`src/rtl/pipeline_types.sv`:
```
// Shared pipeline types: decoded-instruction entry and instruction-queue sizing.
package pipeline_types;

  localparam int DECODER_WIDTH = 2;
  localparam int ISSUE_WIDTH   = 2;
  localparam int IQ_DEPTH      = 8;

  typedef logic [$clog2(IQ_DEPTH)-1:0] iq_ptr_t;

  // Issue class used by dispatch to decide single vs dual issue
  typedef enum logic [1:0] {
    CLS_ALU  = 2'd0,
    CLS_MEM  = 2'd1,
    CLS_PRIV = 2'd2,
    CLS_CNT  = 2'd3
  } issue_cls_e;

  typedef struct packed {
    logic       valid;
    logic [31:0] pc;
    logic [31:0] instr;
    issue_cls_e cls;
    logic [4:0] rd;
  } id_dispatch_t;

endpackage

```
`src/rtl/instr_queue.sv`:
```
// Dual-ported decoded-instruction FIFO between the decoder and dispatch.
// Accepts up to two entries per cycle, presents the oldest two, pops 0/1/2.
module instr_queue
  import pipeline_types::*;
#(
  parameter int DEPTH         = IQ_DEPTH,
  parameter int DECODER_WIDTH = 2
) (
  input  logic                              clk,
  input  logic                              rst,
  input  logic                              flush,
  input  id_dispatch_t [DECODER_WIDTH-1:0]  enq_i,
  output logic                              enq_ready,
  output logic                              pause_iq,
  input  logic [DECODER_WIDTH-1:0]          deq_en,
  output id_dispatch_t [DECODER_WIDTH-1:0]  dispatch_o
);

  localparam int PW = $clog2(DEPTH);
  localparam int CW = PW + 1;

  id_dispatch_t mem_q [DEPTH];
  logic [PW-1:0] head_q, head_d;
  logic [PW-1:0] tail_q, tail_d;
  logic [CW-1:0] count_q, count_d;

  logic          wr0_en, wr1_en;
  logic [PW-1:0] wr0_idx, wr1_idx;
  id_dispatch_t  wr0_data, wr1_data;
  logic [1:0]    n_enq, n_deq;

  // Intake readiness from registered occupancy only; no same-cycle pop credit
  always_comb begin
    enq_ready = (count_q <= CW'(DEPTH - 2));
    pause_iq  = !enq_ready && (enq_i[0].valid || enq_i[1].valid);
  end

  // Compact valid enqueue slots onto tail / tail+1 and count them
  always_comb begin
    wr0_en   = 1'b0;
    wr1_en   = 1'b0;
    wr0_idx  = tail_q;
    wr1_idx  = tail_q + PW'(1);
    wr0_data = enq_i[0];
    wr1_data = enq_i[1];
    n_enq    = 2'd0;
    if (enq_ready && !rst && !flush) begin
      if (enq_i[0].valid && enq_i[1].valid) begin
        wr0_en = 1'b1;
        wr1_en = 1'b1;
        n_enq  = 2'd2;
      end else if (enq_i[0].valid) begin
        wr0_en = 1'b1;
        n_enq  = 2'd1;
      end else if (enq_i[1].valid) begin
        wr0_en   = 1'b1;
        wr0_data = enq_i[1];
        n_enq    = 2'd1;
      end
    end
  end

  // Decode pop mask (10 treated as no pop) and clamp to occupancy
  always_comb begin
    case (deq_en)
      2'b01:   n_deq = 2'd1;
      2'b11:   n_deq = 2'd2;
      default: n_deq = 2'd0;
    endcase
    if (CW'(n_deq) > count_q) n_deq = count_q[1:0];
    head_d  = head_q + PW'(n_deq);
    tail_d  = tail_q + PW'(n_enq);
    count_d = count_q + CW'(n_enq) - CW'(n_deq);
  end

  // Head presentation: valid bits come from occupancy, other fields pass through
  always_comb begin
    dispatch_o[0]       = mem_q[head_q];
    dispatch_o[1]       = mem_q[head_q + PW'(1)];
    dispatch_o[0].valid = (count_q >= CW'(1));
    dispatch_o[1].valid = (count_q >= CW'(2));
  end

  // Storage writes; contents need no reset
  always_ff @(posedge clk) begin
    if (wr0_en) mem_q[wr0_idx] <= wr0_data;
    if (wr1_en) mem_q[wr1_idx] <= wr1_data;
  end

  // Pointer and occupancy registers; reset beats flush beats normal update
  always_ff @(posedge clk) begin
    if (!rst) begin
      deq_mask_legal: assert (deq_en != 2'b10);
    end
    if (rst || flush) begin
      head_q  <= '0;
      tail_q  <= '0;
      count_q <= '0;
    end else begin
      head_q  <= head_d;
      tail_q  <= tail_d;
      count_q <= count_d;
    end
  end

endmodule
```
`config.mk`:
```
export PLATFORM = sky130hd
export DESIGN_NAME = instr_queue
export DESIGN_NICKNAME = d
export VERILOG_FILES = /design/src/rtl/pipeline_types.sv /design/src/rtl/instr_queue.sv
export SDC_FILE = /design/constraint.sdc
export NUM_CORES = 1
export LEC_CHECK = 0
export ABC_AREA = 1
export CAP_MARGIN = 25
export CORE_MARGIN = 2
export CORE_UTILIZATION = 40
export DETAILED_ROUTE_END_ITERATION = 8
export PLACE_DENSITY = 0.57
export SLEW_MARGIN = 25
export SYNTH_ARGS = -nofsm -noshare
export SYNTH_HDL_FRONTEND = slang
export SYNTH_SLANG_ARGS = --single-unit
export TNS_END_PERCENT = 5
```
`constraint.sdc`:
```
create_clock -name clk -period 4.4 [get_ports clk]
set_clock_uncertainty 0.2 [all_clocks]
set_input_delay 0.88 -clock clk [delete_from_list [all_inputs] [get_ports clk]]
set_output_delay 0.88 -clock clk [all_outputs]
set_load 0.1 [all_outputs]
```
==> impl_metrics.json, run 1 <==
{
  "outcome": "complete, no violations",
  "synth-warning-count": 0,
  "worst_path_max_delay_cell": "buf_4",
  "post_cts_buffers": 0,
  "timing.fmax_mhz": 239,
  "final_cell_mix": "1155 x nand2_1, 1141 x nand3_1, 606 x o21ai_0, 568 x edfxtp_1, 522 x inv_1",
  "wl_um": 155000,
  "required_ns": 3.32,
  "path_class": "reg -> out",
  "synth_mux_area_share_pct": 0,
  "end_kind": "output pin",
  "cts_tree": "done",
  "grt_pass1_wl_um": 228000,
  "hp-class": "reg -> reg",
  "path_max_fanout": 115,
  "relSlewSlack_pct": 33.5,
  "netlist_instances": 5335,
  "route.detailed.drc": 0,
  "clockBufferDepth": 3,
  "cts_resized": 0,
  "cts_buffers": 70,
  "fin_crit_sh_pct": 95.3,
  "synth-compound-area-share_pct": 15.1,
  "syn_area_per_cell_um2": 7.35,
  "avgRoutedWirePerCell_um": 23.3,
  "io_buffers": 294,
  "peakVddDrop_mv": 0.690,
  "die_h_um": 317,
  "cp.arrival_ns": 3.11,
  "start_util_pct": 40.4,
  "cts_max_level": 3,
  "die_w_um": 317,
  "grt_max_degree": 185,
  "clk_latency_ns": 0.62,
  "cp-start-kind": "register",
  "switching_share_pct": 50.7,
  "pre_cts_slack_ns": 0.307,
  "dp_hpwl_um": 82200,
  "synthAdderAreaFrac_pct": 0.683,
  "synth-seq-area-share_pct": 44.0,
  "ios": 295,
  "grt_pass1_vias": 36289,
  "grt_use_total_pct": 30.0,
  "synthToLayoutAreaGrowth_pct": 18.4,
  "gp_congestion": 0.812,
  "row_count": 114,
  "synth_xor_xnor_area_share_pct": 0.0893,
  "yosysTopAreaCell": "edfxtp_1",
  "dieArea_mm2": 0.101,
  "period_needed_ns": 4.19,
  "report.power.total_mw": 30.5,
  "worstMarginPinSlew_ns": 0.998,
  "synth_top_family_by_area": "simple AND/OR/NAND/NOR gates",
  "seq_power_share_pct": 20.6,
  "slew_viol_final": 0,
  "pwr-share-comb_pct": 60.8,
  "grt_setup_unrepaired": "no",
  "fin_nets": 5482,
  "drt_iter0_drc": 4404,
  "cpPeakStageDelay_ns": 0.60,
  "synth_area_leaders": "edfxtp_1 43%, nand3_1 15%, nand2_1 11%",
  "ant_nets": 0,
  "p_clk_share_pct": 18.6,
  "place_area_mm2": 0.0442,
  "final_core_util_pct": 47.9,
  "max_cap_violations": 0,
  "drtPass1Iterations": 7,
  "vias": 39163,
  "grt-ovfl-total": 0,
  "setup-violations-final": 0,
  "antenna_found_initial": 7,
  "fill_cells": 9309,
  "hold_violations": 0,
  "vias_per_cell": 5.89,
  "layout_commonest_cell": "nand2_1",
  "power.density_mw_per_mm2": 656,
  "synth-edff-count": 568,
  "setup_slack_ns": 0.208,
  "power.switching_mw": 15.4,
  "crit_chain": "buf_12, buf_4, o21ai_0, nand2_1, inv_1, o21ai_0, buf_12",
  "ys_ff_latch": 578,
  "leakage_nw": 19.9,
  "synth_cell_types": 28,
  "ys_async_sr_fraction_pct": 0,
  "cts_root_buf": "clkbuf_16",
  "design_area_mm2": 0.0464,
  "synth-main-ff-cell": "edfxtp_1",
  "synth_top_cell_area_share_pct": 43.5,
  "synthSimpleGateAreaFrac_pct": 28.9,
  "core_area_mm2": 0.0970,
  "cts.sink_count": 578,
  "drive_gt1_share_pct": 7.21,
  "cts.clk_slew.worst_paths_ns": 0.06,
  "synth_fp_nets": 5503,
  "p_int_mw": 15.0,
  "synthesis.area_mm2": 0.0392,
  "hold_buffers": 0
}
==> layout make-up <==
class	instances	area [um2]	area share (%)
antenna	3	7.51	0.0162
clock buffer	102	2010	4.32
clock inverter	21	159	0.342
inverter	529	2000	4.31
multi-input combinational	3731	17700	38.2
sequential	578	17300	37.2
tap	1276	1600	3.44
timing repair buffer	404	5660	12.2
==> routing by layer <==
metal,up-vias,wire [um],GRT usage (%)
li1,18170,-,-
met1,18261,60800,39.5
met2,2281,71500,48.8
met3,443,15500,4.72
met4,8,6760,13.5
met5,-,47,0
==> Yosys cell counts, types with 3 or more instances <==
master / instances
nand3_1: 1142
inv_2: 5
buf_1: 21
a21oi_1: 357
nor2_1: 157
inv_1: 522
buf_4: 29
o211ai_1: 71
ha_1: 15
o21ai_0: 607
nand4_1: 81
o21ai_1: 108
fa_1: 4
dfxtp_1: 10
nand2_2: 9
nand2_1: 1164
nor2_4: 8
buf_2: 223
clkbuf_1: 202
xor2_1: 3
edfxtp_1: 568
buf_6: 22
==> worst max-delay path: cells and delay by family (launching register included) <==
family | cells | cell delay, ns
compound gates | 2 | 0.64
buf+inv | 4 | 1.26
flops | 1 | 0.43
simple gates | 1 | 0.08
==> power groups by stage <==
stage | clock network (mW) | logic, mW | registers, mW
after floorplan | 0 | 12.0 | 6.37
after CTS | 5.69 | 18.5 | 6.28
after detailed placement | 0 | 18.4 | 6.40
after global routing | 5.89 | 19.5 | 6.29
after global placement | 0 | 18.4 | 6.39
final | 5.65 | 18.5 | 6.28
==> per-stage QoR <==
stage	hold WS (ns)	TNS (ns)	instances
after floorplan	0.398	-4.75	5335
after global placement	0.489	0	6517
after detailed placement	0.490	0	6517
after CTS	0.497	0	6640
after global routing	0.542	0	6644
final	0.501	0	6644
==> final timing paths <==
| path | start | end | slack [ns] | cells past startpoint |
|---|---|---|---|---|
| hold / removal | tail_q[2]$_SDFF_PP0_ | tail_q[2]$_SDFF_PP0_ | 0.50 | 2 |
| hold reg to reg | tail_q[2]$_SDFF_PP0_ | tail_q[2]$_SDFF_PP0_ | 0.50 | 2 |
| setup reg to reg | count_q[1]$_SDFF_PP0_ | count_q[3]$_SDFF_PP0_ | 1.16 | 13 |
| setup / recovery | head_q[0]$_SDFF_PP0_ | dispatch_o[109] | 0.21 | 7 |
==> cells by family (layout without fill, tap and decap cells) <==
logic type                 count (synthesis)  after routing
AOI/OAI and AO/OA                       1145           1145
xor gates and xnor gates                   4              4
adders and majority gates                 19             19
buffers and inverters                   1026           1056
DFF                                      578            578
other                                      0              3
and+or+nand+nor                         2563           2563
==> registers in the layout, indices dropped and copies added, names as in the netlist <==
name     flops
mem_q      568
count_q      4
head_q       3
tail_q       3
(Power assumes the default switching activity.)
==> run 2, diff against run 1 <==
- clock period: 4.4 -> 4.7 ns (I/O delays scaled with it)
==> run 2 against run 1 <==
  * Clock-buffer cell count down 16
  * Non-clock buffer count down 10
  * Highest routed layer unchanged
  * Routed wire length increased by 0.70%
  * Largest cell class unchanged
==> impl_metrics.json, run 2 (synthesis gave the netlist of run 1 again) <==
{
  "outcome": "complete, no violations",
  "vias_per_cell": 5.88,
  "power.density_mw_per_mm2": 615,
  "cts_resized": 0,
  "grt-ovfl-total": 0,
  "cts_buffers": 70,
  "grt_use_met2_pct": 49.3,
  "worstMarginPinSlew_ns": 1.09,
  "hold_violations": 0,
  "post_cts_buffers": 0,
  "antenna_found_initial": 7,
  "cts.sink_count": 578,
  "grt_pass1_vias": 35714,
  "setup-violations-final": 0,
  "end_kind": "output pin",
  "cts.clk_slew.worst_paths_ns": 0.06,
  "period_needed_ns": 4.53,
  "grtUsageMet3_pct": 4.85,
  "grt_use_total_pct": 30.2,
  "relSlewSlack_pct": 27.2,
  "dieArea_mm2": 0.101,
  "grt-busiest-layer": "met2",
  "seq_power_share_pct": 20.8,
  "grt_use_met1_pct": 40.3,
  "grt_pass1_wl_um": 228000,
  "dp_hpwl_um": 82200,
  "cts_max_level": 3,
  "cp-start-kind": "register",
  "hp-class": "reg -> reg",
  "clockBufferDepth": 3,
  "wl_um": 156000,
  "vias": 38998,
  "grt_max_degree": 179,
  "drt_iter0_drc": 4943,
  "row_count": 114,
  "drive_gt1_share_pct": 6.97,
  "pwr-share-comb_pct": 60.3,
  "path_class": "reg -> out",
  "synthToLayoutAreaGrowth_pct": 17.5,
  "fin_crit_sh_pct": 96.5,
  "drtPass1Iterations": 7,
  "clk_latency_ns": 0.61,
  "slew_viol_final": 0,
  "route.detailed.drc": 0,
  "grt_setup_unrepaired": "no",
  "fin_nets": 5472,
  "largest_reg_flops": 568,
  "layout_commonest_cell": "nand2_1",
  "p_clk_share_pct": 18.9,
  "start_util_pct": 40.4,
  "setup_tns_ns": 0,
  "largestRegisters": "mem_q: 568 flops, count_q: 4 flops",
  "p_int_mw": 13.9,
  "ant_nets": 0,
  "whs_ns": 0.514,
  "core_area_mm2": 0.0970,
  "io_buffers": 294,
  "gp_congestion": 0.817,
  "ios": 295,
  "hold_buffers": 0,
  "avgRoutedWirePerCell_um": 23.5,
  "die_h_um": 317,
  "leakage_nw": 19.8,
  "report.power.total_mw": 28.3,
  "cp.arrival_ns": 3.39,
  "peakVddDrop_mv": 0.625,
  "max_cap_violations": 0,
  "switching_share_pct": 51.0,
  "regMostFlops": "mem_q",
  "die_w_um": 317,
  "cts_tree": "done",
  "power.switching_mw": 14.4,
  "required_ns": 3.56,
  "cts_root_buf": "clkbuf_16",
  "timing.fmax_mhz": 221,
  "final_cell_mix": "1155 x nand2_1, 1141 x nand3_1, 607 x o21ai_0, 568 x edfxtp_1, 522 x inv_1",
  "path_max_fanout": 48
}
run 2: changes by cell type in the layout (fill, tap and decap cells not counted), moves of 2 or more:
cell       previous run  this run
clkinv_1             10        19
clkbuf_1             22        14
bufinv_16             2         6
diode_2               3         1
buf_12              180       158
clkbuf_8              7         0
buf_4                73        86
run 2: final timing paths:
path	startpoint	slack [ns]	endpoint	cells past startpoint
min reg2reg	tail_q[2]$_SDFF_PP0_	0.51	tail_q[2]$_SDFF_PP0_	2
max reg2reg	count_q[3]$_SDFF_PP0_	1.20	mem_q[7][60]$_DFFE_PP_	9
max	head_q[0]$_SDFF_PP0_	0.17	dispatch_o[111]	9
min	tail_q[2]$_SDFF_PP0_	0.51	tail_q[2]$_SDFF_PP0_	2
run 2: cell type report:
cell class | count | area [um2]
multi-input cells | 3731 | 17700
fillers | 9406 | 50900
clock buffers | 86 | 1850
well taps | 1276 | 1600
flip-flops and latches | 578 | 17300
repair buffers | 394 | 5310
diodes | 1 | 2.50
inverters | 529 | 2000
clock inverters | 34 | 320
run 2: power groups by stage:
stage | Clock [mW] | Sequential [mW] | Combinational, mW
CTS | 5.37 | 5.89 | 17.1
detailed placement | 0 | 6.00 | 17.0
floorplan | 0 | 5.96 | 11.2
global route | 5.57 | 5.90 | 18.0
global placement | 0 | 5.99 | 17.0
finish | 5.36 | 5.89 | 17.1
run 2: metal layers:
layer	share of wire [%]	up-vias
met4	3.9	12
met5	0.042	-
li1	-	18146
met1	39	18139
met2	46	2278
met3	11	423
run 2: through the flow:
step / cells / worst slack (ns) / util, % / instance area, um2
finish: 6629 / 0.166 / 47.5 / 46100
floorplan: 5335 / 0.0171 / - / 39200
global route: 6629 / 0.0810 / 47.5 / 46100
detailed placement: 6508 / 0.576 / 45.3 / 43900
CTS: 6628 / 0.206 / 47.5 / 46100
global placement: 6508 / 0.468 / 45.3 / 43900
run 2: critical path: stages, from the launching register on:
cell and delay, ns:
dfxtp_4 0.40, ha_4 0.81, inv_4 0.05, buf_4 0.37, a21oi_1 0.21, o21ai_0 0.10, nand2_1 0.07, nand2_1 0.04
o21ai_1 0.37, buf_12 0.26
